--- src/rtl/voice_operator_scheduler_pkg.sv ---
`default_nettype none
// ============================================================================
// voice_operator_scheduler_pkg
//   Shared voice/operator constants, host command encoding and ID helpers.
//   Revision: 1.0
// ============================================================================
package voice_operator_scheduler_pkg;

   localparam int NUM_VOICES          = 12;
   localparam int OPERATORS_PER_VOICE = 6;
   localparam int NUM_VOICE_OPERATORS = NUM_VOICES * OPERATORS_PER_VOICE;
   localparam int VOICE_OPERATOR_ID   = $clog2(NUM_VOICE_OPERATORS);

   typedef logic [VOICE_OPERATOR_ID-1:0] voice_op_id_t;

   typedef enum logic [1:0] {
      CMD_PHASE_STEP    = 2'd0,
      CMD_KEY_ON        = 2'd1,
      CMD_KEY_OFF       = 2'd2,
      CMD_ALL_NOTES_OFF = 2'd3
   } cmd_kind_e;

   typedef struct packed {
      cmd_kind_e    kind;
      voice_op_id_t addr;
      logic [15:0]  data;
   } cmd_t;

   // Operators of one voice are contiguous in the frame.
   function automatic voice_op_id_t getVoiceID(input voice_op_id_t op);
      return VOICE_OPERATOR_ID'(int'(op) / OPERATORS_PER_VOICE);
   endfunction

endpackage
`default_nettype wire

--- src/rtl/voice_operator_scheduler_fifo.sv ---
`default_nettype none
// ============================================================================
// config_cmd_fifo
//   Synchronous FIFO, valid/ready push, pop strobe, full/empty flags.
//   DEPTH must be a power of two, at least 2.  Revision: 1.0
// ============================================================================
module config_cmd_fifo #(
   parameter int WIDTH = 8,
   parameter int DEPTH = 4
) (
   input  logic             i_Clock,
   input  logic             i_Reset,
   input  logic             i_PushValid,
   output logic             o_PushReady,
   input  logic [WIDTH-1:0] i_PushData,
   input  logic             i_Pop,
   output logic [WIDTH-1:0] o_PopData,
   output logic             o_Full,
   output logic             o_Empty
);

   localparam int AW = $clog2(DEPTH);

   logic [WIDTH-1:0] mem_q [DEPTH];
   logic [AW-1:0]    wr_ptr_q, rd_ptr_q;
   logic [AW:0]      count_q, count_d;
   logic             w_push, w_pop;

   assign o_Full      = (count_q == (AW+1)'(DEPTH));
   assign o_Empty     = (count_q == '0);
   assign o_PushReady = !o_Full;
   assign o_PopData   = mem_q[rd_ptr_q];

   assign w_push = i_PushValid && o_PushReady;
   assign w_pop  = i_Pop && !o_Empty;

   always_comb begin
      count_d = count_q;
      case ({w_push, w_pop})
         2'b10:   count_d = count_q + 1'b1;
         2'b01:   count_d = count_q - 1'b1;
         default: count_d = count_q;
      endcase
   end

   always_ff @(posedge i_Clock) begin
      if (i_Reset) begin
         wr_ptr_q <= '0;
         rd_ptr_q <= '0;
         count_q  <= '0;
      end else begin
         if (w_push) wr_ptr_q <= wr_ptr_q + 1'b1;
         if (w_pop)  rd_ptr_q <= rd_ptr_q + 1'b1;
         count_q <= count_d;
      end
   end

   // Storage needs no reset: entries are only read once counted valid.
   always_ff @(posedge i_Clock) begin
      if (w_push) mem_q[wr_ptr_q] <= i_PushData;
   end

endmodule
`default_nettype wire

--- src/rtl/voice_operator_scheduler.sv ---
`default_nettype none
// ============================================================================
// voice_operator_scheduler
//   Operator sequencer and config-write serialiser with frame-coherent
//   note-on mask commits. Optional SCHED_RETRIGGER_EN: key-on to a held voice
//   forces one frame of note-off.  Revision: 1.0
// ============================================================================
module voice_operator_scheduler #(
   parameter int NUM_OPS    = voice_operator_scheduler_pkg::NUM_VOICE_OPERATORS,
   parameter int NUM_VOICES = voice_operator_scheduler_pkg::NUM_VOICES,
   parameter int FIFO_DEPTH = 4
) (
   input  logic        i_Clock,
   input  logic        i_Reset,
   input  logic        i_CmdValid,
   output logic        o_CmdReady,
   input  logic [1:0]  i_CmdKind,
   input  logic [voice_operator_scheduler_pkg::VOICE_OPERATOR_ID-1:0] i_CmdAddr,
   input  logic [15:0] i_CmdData,
   output logic [voice_operator_scheduler_pkg::VOICE_OPERATOR_ID-1:0] o_VoiceOperator,
   output logic        o_FrameStart,
   output logic        o_PhaseStepConfigWriteEnable,
   output logic        o_NoteOnConfigWriteEnable,
   output logic [voice_operator_scheduler_pkg::VOICE_OPERATOR_ID-1:0] o_ConfigWriteAddr,
   output logic [15:0] o_ConfigWriteData,
   output logic        o_CmdError
);

   import voice_operator_scheduler_pkg::*;

   localparam int             OPW     = VOICE_OPERATOR_ID;
   localparam logic [OPW-1:0] LAST_OP = OPW'(NUM_OPS - 1);

   cmd_t                  w_push_cmd, w_head;
   logic                  w_fifo_empty, w_fifo_full, w_push_ready, w_pop;
   logic                  w_launch, w_head_in_range, w_head_is_step;
   logic                  w_dirty_after_commit;
   logic [NUM_VOICES-1:0] w_voice_bit, w_commit_mask;

   logic [OPW-1:0]        op_q, op_d;
   logic                  frame_start_q, frame_start_d;
   logic [NUM_VOICES-1:0] mask_q, mask_d;
   logic                  dirty_q, dirty_d;
   logic                  err_q, err_d;
   logic                  ps_we_q, ps_we_d;
   logic                  no_we_q, no_we_d;
   logic [OPW-1:0]        wr_addr_q, wr_addr_d;
   logic [15:0]           wr_data_q, wr_data_d;

   assign w_push_cmd.kind = cmd_kind_e'(i_CmdKind);
   assign w_push_cmd.addr = i_CmdAddr;
   assign w_push_cmd.data = i_CmdData;

   config_cmd_fifo #(
      .WIDTH ($bits(cmd_t)),
      .DEPTH (FIFO_DEPTH)
   ) u_cmd_fifo (
      .i_Clock     (i_Clock),
      .i_Reset     (i_Reset),
      .i_PushValid (i_CmdValid && w_push_ready),
      .o_PushReady (w_push_ready),
      .i_PushData  (w_push_cmd),
      .i_Pop       (w_pop),
      .o_PopData   (w_head),
      .o_Full      (w_fifo_full),
      .o_Empty     (w_fifo_empty)
   );

   assign op_d          = (op_q == LAST_OP) ? '0 : op_q + 1'b1;
   assign frame_start_d = (op_d == '0);

   // The commit is launched one edge early so that it is on the port while
   // the last operator of the frame is on the bus.
   assign w_launch = (op_d == LAST_OP) && dirty_q;

   always_comb begin
      w_head_in_range = 1'b1;
      if (w_head.kind == CMD_PHASE_STEP)
         w_head_in_range = int'(w_head.addr) < NUM_OPS;
      else if (w_head.kind != CMD_ALL_NOTES_OFF)
         w_head_in_range = int'(w_head.addr) < NUM_VOICES;
   end

   assign w_head_is_step = (w_head.kind == CMD_PHASE_STEP);
   assign w_voice_bit    = NUM_VOICES'(1) << w_head.addr;
   assign w_pop          = !w_fifo_empty && !(w_head_is_step && w_head_in_range && w_launch);

`ifdef SCHED_RETRIGGER_EN
   logic [NUM_VOICES-1:0] retrig_q, retrig_d;

   // Retriggered voices are written as 0 once, then the held mask follows.
   assign w_commit_mask        = mask_q & ~retrig_q;
   assign w_dirty_after_commit = |retrig_q;

   always_ff @(posedge i_Clock) begin
      if (i_Reset) retrig_q <= '0;
      else         retrig_q <= retrig_d;
   end
`else
   assign w_commit_mask        = mask_q;
   assign w_dirty_after_commit = 1'b0;
`endif

   always_comb begin
      mask_d    = mask_q;
      dirty_d   = dirty_q;
      err_d     = err_q;
      ps_we_d   = 1'b0;
      no_we_d   = 1'b0;
      wr_addr_d = '0;
      wr_data_d = '0;
`ifdef SCHED_RETRIGGER_EN
      retrig_d  = retrig_q;
`endif

      if (w_launch) begin
         no_we_d   = 1'b1;
         wr_data_d = 16'(w_commit_mask);
         dirty_d   = w_dirty_after_commit;
`ifdef SCHED_RETRIGGER_EN
         retrig_d  = '0;
`endif
      end

      if (w_pop) begin
         if (!w_head_in_range) begin
            err_d = 1'b1;
         end else begin
            case (w_head.kind)
               CMD_PHASE_STEP: begin
                  ps_we_d   = 1'b1;
                  wr_addr_d = w_head.addr;
                  wr_data_d = w_head.data;
               end
               CMD_KEY_ON: begin
                  if ((mask_q & w_voice_bit) == '0) begin
                     mask_d  = mask_q | w_voice_bit;
                     dirty_d = 1'b1;
                  end
`ifdef SCHED_RETRIGGER_EN
                  else begin
                     retrig_d = retrig_d | w_voice_bit;
                     dirty_d  = 1'b1;
                  end
`endif
               end
               CMD_KEY_OFF: begin
                  mask_d   = mask_q & ~w_voice_bit;
                  dirty_d  = 1'b1;
`ifdef SCHED_RETRIGGER_EN
                  retrig_d = retrig_d & ~w_voice_bit;
`endif
               end
               default: begin
                  mask_d   = '0;
                  dirty_d  = 1'b1;
`ifdef SCHED_RETRIGGER_EN
                  retrig_d = '0;
`endif
               end
            endcase
         end
      end
   end

   always_ff @(posedge i_Clock) begin
      if (i_Reset) begin
         op_q          <= '0;
         frame_start_q <= 1'b1;
         mask_q        <= '0;
         dirty_q       <= 1'b1;
         err_q         <= 1'b0;
         ps_we_q       <= 1'b0;
         no_we_q       <= 1'b0;
         wr_addr_q     <= '0;
         wr_data_q     <= '0;
      end else begin
         op_q          <= op_d;
         frame_start_q <= frame_start_d;
         mask_q        <= mask_d;
         dirty_q       <= dirty_d;
         err_q         <= err_d;
         ps_we_q       <= ps_we_d;
         no_we_q       <= no_we_d;
         wr_addr_q     <= wr_addr_d;
         wr_data_q     <= wr_data_d;
      end
   end

   assign o_CmdReady                   = !w_fifo_full;
   assign o_VoiceOperator              = op_q;
   assign o_FrameStart                 = frame_start_q;
   assign o_PhaseStepConfigWriteEnable = ps_we_q;
   assign o_NoteOnConfigWriteEnable    = no_we_q;
   assign o_ConfigWriteAddr            = wr_addr_q;
   assign o_ConfigWriteData            = wr_data_q;
   assign o_CmdError                   = err_q;

endmodule
`default_nettype wire

--- config.mk ---
export PLATFORM = sky130hd
export DESIGN_NAME = voice_operator_scheduler
export DESIGN_NICKNAME = d
export VERILOG_FILES = /design/src/rtl/voice_operator_scheduler_pkg.sv /design/src/rtl/voice_operator_scheduler_fifo.sv /design/src/rtl/voice_operator_scheduler.sv
export SDC_FILE = /design/constraint.sdc
export NUM_CORES = 1
export LEC_CHECK = 0
export CAP_MARGIN = 25
export CORE_ASPECT_RATIO = 1.25
export CORE_MARGIN = 3
export CORE_UTILIZATION = 40
export DETAILED_ROUTE_END_ITERATION = 6
export PLACE_DENSITY = 0.56
export SYNTH_ARGS = -nofsm -noshare
export SYNTH_HDL_FRONTEND = slang
export SYNTH_SLANG_ARGS = --single-unit
--- constraint.sdc ---
create_clock -name i_Clock -period 7.95 [get_ports i_Clock]
set_input_delay 1.1925 -clock i_Clock [delete_from_list [all_inputs] [get_ports i_Clock]]
set_output_delay 1.1925 -clock i_Clock [all_outputs]
set_load 0.01 [all_outputs]
# Word level (Yosys, flattened, before mapping)
# Memory sizes are Yosys's and may differ from the RTL's. A register that Yosys moved wholly into a read port is not among the register bits.
# Cells that the tools add are included.
[word_totals]
regBits = 54
latchBits = 0
mem_bits_rw = 100
mem_bits_ro = 0
inputBits = 28
output_inout_bits = 35
elab_cells = 77
mem_count = 1
[memory_table]
columns = ["memory", "depth", "width", "read_ports", "rd_ports_with_merged_regs", "wr", "line_no", "source"]
rows = [
  ["u_cmd_fifo.mem_q", 4, 25, 1, 1, 1, "voice_operator_scheduler_fifo.sv:24", "logic [WIDTH-1:0] mem_q [DEPTH];"],
]
[classes]
n_addsub = 5
multipliers = 0
div = 0
magnitude_cmp = 2
eq_ne = 9
n_shift = 1
muxes = 21
n_bitwise = 7
reduce_logical = 19
[ops]
columns = ["cell", "n"]
rows = [
  ["$mux W16", 3],
  ["$pmux W12 S3", 1],
  ["$and A12 B12 Y12", 2],
  ["$mux W12", 2],
  ["$eq A7 B7 Y1 const B", 2],
  ["$logic_not A12 Y1", 1],
  ["$not A12 Y12", 1],
  ["$or A12 B12 Y12", 1],
  ["$shl A1 B7 Y12 const A", 1],
  ["$mux W1", 10],
  ["$add A7 B1 Y7 const B", 1],
  ["$logic_and A1 B1 Y1", 7],
  ["$logic_not A7 Y1", 1],
  ["$lt A7 B4 Y1 const B", 1],
  ["$lt A7 B7 Y1 const B", 1],
  ["$mux W7", 1],
  ["$pmux W3 S2", 1],
  ["$add A2 B1 Y2 const B", 2],
  ["$eq A2 B1 Y1 const B", 2],
  ["$eq A2 B2 Y1 const B", 2],
  ["$mux W2", 2],
  ["$ne A2 B2 Y1 const B", 2],
  ["$reduce_and A4 Y1", 1],
  ["$reduce_or A4 Y1", 1],
  ["11 further kinds", 15],
]

# Depth between registers and ports, before layout
[depth]
depth_word = 10
depth_mapped = 15
depth_no_buf = 13

# By module
# From an unflattened synthesis, not the netlist that was laid out.
[unflattened]
cells_unflattened = 451
hier_area_um2 = 6459.9
[by_module_without_submodules]
columns = ["mod", "instances", "cells_per_inst", "area_per_inst_um2", "seq_area_each_um2"]
rows = [
  ["config_cmd_fifo", 1, 186, 4110.2, 3183.1],
  ["voice_operator_scheduler", 1, 265, 2349.8, 940.9],
]

# Least setup slack after synthesis
# OpenSTA, ideal clock, no wires.
[synth_timing]
path_kind = "reg-to-reg"
startpoint = "reg with a tool-made name"
endpoint = "reg u_cmd_fifo.count_q[2]"
setup_time_ns = 0.071
t_arrival_ns = 3.343
t_required_ns = 7.879
setup_slack_ns = 4.536
path_stages_with_launch = 16
path_buffers = 3
synth_period_minus_slack_ns = 3.414
cell_sequence = "dfxtp_1 -> buf_6 -> buf_12 -> buf_1 -> mux4_2 -> inv_1 -> ha_1 -> and2_1 -> a21o_1 -> inv_1 -> ha_1 -> inv_1 -> fa_1 -> xor2_1 -> or3_1 -> a21oi_1"
[synth_rtl]
columns = ["item", "line_no", "source"]
rows = [
  ["end signal: assignment", "voice_operator_scheduler_fifo.sv:54", "count_q <= count_d;"],
  ["end: declaration", "voice_operator_scheduler_fifo.sv:26", "logic [AW:0] count_q, count_d;"],
]

# Worst setup path in the final report
[layout_timing]
startpoint = "reg op_q[0], in the netlist o_VoiceOperator[0]"
endpoint = "reg u_cmd_fifo.count_q[2]"
[layout_between]
elab_chain_len = 10
word_cells_on_any_way = 13
classes_between = "add/sub: 1; eq/ne: 4; mux: 2; reduce/logical: 6"
[layout_lines]
columns = ["item", "line_no", "source"]
rows = [
  ["start: declaration", "voice_operator_scheduler.sv:40", "logic [OPW-1:0] op_q, op_d;"],
  ["start signal: assignment", "voice_operator_scheduler.sv:178", "op_q <= op_d;"],
  ["$add A7 B1 Y7 or $eq A7 B7 Y1 (tied branches)", "voice_operator_scheduler.sv:69", "assign op_d = (op_q == LAST_OP) ? '0 : op_q + 1'b1;"],
  ["$mux W7 (*)", "voice_operator_scheduler.sv:69", ""],
  ["$eq A7 B7 Y1 (*)", "voice_operator_scheduler.sv:74", "assign w_launch = (op_d == LAST_OP) && dirty_q;"],
  ["$logic_and A1 B1 Y1 (*)", "voice_operator_scheduler.sv:74", ""],
  ["$logic_and A1 B1 Y1 (*)", "voice_operator_scheduler.sv:86", "assign w_pop = !w_fifo_empty && !(w_head_is_step && w_head_in_range && w_launch);"],
  ["$logic_not A1 Y1 (*)", "voice_operator_scheduler.sv:86", ""],
  ["$logic_and A1 B1 Y1 (*)", "voice_operator_scheduler.sv:86", ""],
  ["$logic_and A1 B1 Y1 (*)", "voice_operator_scheduler_fifo.sv:35", "assign w_pop = i_Pop && !o_Empty;"],
  ["via u_cmd_fifo.w_pop", "voice_operator_scheduler_fifo.sv:27", "logic w_push, w_pop;"],
  ["$eq A2 B1 Y1 or $eq A2 B2 Y1 (tied branches)", "voice_operator_scheduler_fifo.sv:39", "case ({w_push, w_pop})"],
  ["$pmux W3 S2 or $reduce_bool A2 Y1 (tied branches)", "n/a", ""],
]
# The timed path passes the listed nets; every way through them passes the cells marked *.
# A chain may end at the register's enable or synchronous reset.

==> metrics.cfg <==
[critical_path]
path_cells = ha_1 -> or3_1 -> a21oi_1 -> a2bb2oi_1 -> nor4b_2 -> a21o_1 -> inv_1 -> ha_1 -> inv_1 -> fa_1 -> xor2_1 -> or3_1 -> a21oi_1
crit_type = reg2reg
crit_fanout = 8
r2r_start = o_VoiceOperator[0]
worst_ep_required_time_ns = 8.29
path_delay_family = simple AND/OR/NAND/NOR gates
slowest_stage = nor4b_2
cp.arrival_ns = 3.78
crit_path_start_kind = flop
cp_num_buf_inv = 2
endpoint_kind = flop
crit_path_start = o_VoiceOperator[0]
max_stage_delay_ns = 0.77

[synthesis]
avgSynthCellArea_um2 = 15.0
ys_types = 65
synth_top_area_cell = edfxtp_1
synth_seq_cells = 156
yosys_warnings = 0
synth_top_area_share_pct = 47.7
synthesis.instances = 419
synthTopCellsByArea = edfxtp_1 (48%), dfxtp_1 (18%), mux4_2 (8.6%), ha_1 (2.2%), nor2_1 (1.8%)
ys.flop_type = edfxtp_1
synth_edf_count = 100
synth_area_um2 = 6300
synth_nets = 459
async_flop_share_pct = 0
ys_seq_area_share_pct = 65.5

[placement]
place.gp.congestion = 0.875
post-place-cells = 677
pre_cts_ws_ns = 4.56
dp_hpwl_um = 8380
place_area_um2 = 7120
numPortBuffers = 62

[floorplan]
std_cell_rows = 50
chipWidth_um = 118
io-pin-count = 63
die-height_um = 146
fp.coreArea_um2 = 15200
dieArea_um2 = 17300
initial_core_util_pct = 41.4

[sta]
clock.fmax_ghz = 0.290
drv_slew = 0
setup_viol_count_final = 0
fin_crit_ns = 3.45
fin_skew_ns = 0.0110
timing.slew.headroom_pct = 27.9
final-hold-violation-count = 0
fin_crit_sh_pct = 43.4
fin_ws_ns = 4.50
worstMarginPinSlew_ns = 1.07
rsz0062_at_grt = no
fin_setup_tns_ns = 0

[cts]
clock_sink_count = 156
cts-hold-fix-buffers = 0
insertion_delay_ns = 0.42
clk_pin_slew_worst_paths_ns = 0.06
htree_levels = 4
cts-root-buf = clkbuf_16
tritoncts = built
post_cts_buffers = 0
post_cts_resized = 0
cts_buffers = 17
clk_path_buf_depth = 2

[final_layout]
diodes = 0
seqCellArea_um2 = 4130
final_cell_mix = edfxtp_1 (100), clkdlybuf4s50_1 (62), dfxtp_1 (55)
syn_to_final_growth_pct = 23.4
layout_commonest_cell = edfxtp_1
finish.net_count = 528
multi_input_area_um2 = 2010
fill_cells = 1305
final_cells = 709
drive_gt1_share_pct = 15.4
fin_area_um2 = 7770

[global_routing]
grt_overflow = 0
grt_max_degree = 31
grt_usage_pct = 15.7
grt_pass1_vias = 3800
antenna_found_initial = 0
grt_pass1_wl_um = 20700

[drt]
wire_per_inst_um = 18.4
wl_met2_um = 6630
drt_wl_total_um = 13000
vias = 3724
viasPerCell = 5.25
drtAntennaViolNets = 0
drc = 0
routed-wl-met3_um = 620
wl_met1_um = 5360
drt-initial-drc-count = 179
top_layer = met4
dr.pass1.iters = 4

[worst_hold_path]
hold_class = reg2reg
hold_start = dirty_q

[pwr]
p_sw_share_pct = 27.4
leakage_nw = 2.74
p_sw_w = 0.000669
p_int_w = 0.00177
power_frac_seq_pct = 40.4
powerDensity_nw_per_um2 = 314
pwr-share-comb_pct = 23.6
p_clk_share_pct = 36.0
ir_worst_vdd_v = 0.000148
power.total_w = 0.00244

[flow_run]
drv_cap = 0

[outcome]
status = finished, final reports clean

flip-flops by register name (all words and copies together) (netlist names), 2 cells and up, named ones only:
| register | count |
|---|---|
| u_cmd_fifo.mem_q | 100 |
| o_ConfigWriteData | 16 |
| mask_q | 12 |
| o_ConfigWriteAddr | 7 |
| o_VoiceOperator | 7 |
| u_cmd_fifo.count_q | 3 |
| u_cmd_fifo.rd_ptr_q | 2 |
| u_cmd_fifo.wr_ptr_q | 2 |
tightest hold or removal path, stage by stage, from the launching register on:
cell	delay, ns
dfxtp_1	0.32
a21oi_1	0.06
o31ai_1	0.05
final timing paths:
path | endpoint | slack [ns] | depth (start not counted)
hold / removal | dirty_q | 0.47 | 2
setup reg to reg | u_cmd_fifo.count_q[2] | 4.50 | 13
hold reg to reg | dirty_q | 0.47 | 2
setup / recovery | u_cmd_fifo.count_q[2] | 4.50 | 13
per-stage QoR:
stage,hold WS (ns),utilization [%]
finish,0.471,51.1
global route,0.497,51.1
CTS,0.476,51.1
detailed placement,0.462,46.8
global placement,0.461,46.8
floorplan,0.439,-
power groups by stage:
stage               logic, W  registers, W  clock network [W]
global placement    0.000575       0.00100                  0
finish              0.000577      0.000986           0.000880
global route        0.000633      0.000995           0.000929
detailed placement  0.000578       0.00100                  0
CTS                 0.000582      0.000987           0.000896
floorplan           0.000428      0.000994                  0
routing by layer:
layer  vias to the layer above  GRT usage [%]
met2                        97           26.5
li1                       1757              -
met4                         0           7.86
met5                         -              0
met3                        27           4.22
met1                      1843           18.6
Yosys cell counts (2+ instances only):
master	number
nand4b_1	2
clkbuf_1	8
nor3_1	6
a22oi_1	5
o22a_1	7
nor2b_1	3
nand2_1	10
buf_6	2
a22o_1	7
mux2i_1	2
buf_1	2
o21ai_0	4
a21oi_1	23
a211oi_1	4
o211a_1	4
ha_1	11
dfxtp_1	56
inv_1	18
buf_2	3
and2_1	17
nor3_2	2
edfxtp_1	100
or3_1	5
o22ai_1	5
xnor2_1	3
o31ai_1	3
a31oi_1	2
nand3_1	6
mux4_2	24
and3_1	7
nor2_1	31
xor2_1	4
layout make-up:
cell class              instances  area share (%)
clock inverters                11            2.45
flip-flops and latches        156            53.1
multi-input cells             229            25.9
well taps                     208            3.35
clock buffers                  21            5.93
repair buffers                 66            8.37
inverters                      18           0.870
kinds of logic (layout without fill, tap and decap cells):
family / count (synthesis) / after routing / synth area share [%]
AO/OA/AOI/OAI: 80 / 80 / 9.50
multiplexers: 27 / 27 / 9.32
buffers and inverters: 34 / 116 / 2.58
flip-flops: 156 / 156 / 65.5
AND/OR/NAND/NOR: 103 / 103 / 9.62
XOR/XNOR: 7 / 7 / 0.974
adder cells (fa/ha/maj): 12 / 12 / 2.50
Power figures use the tool's default switching activity.
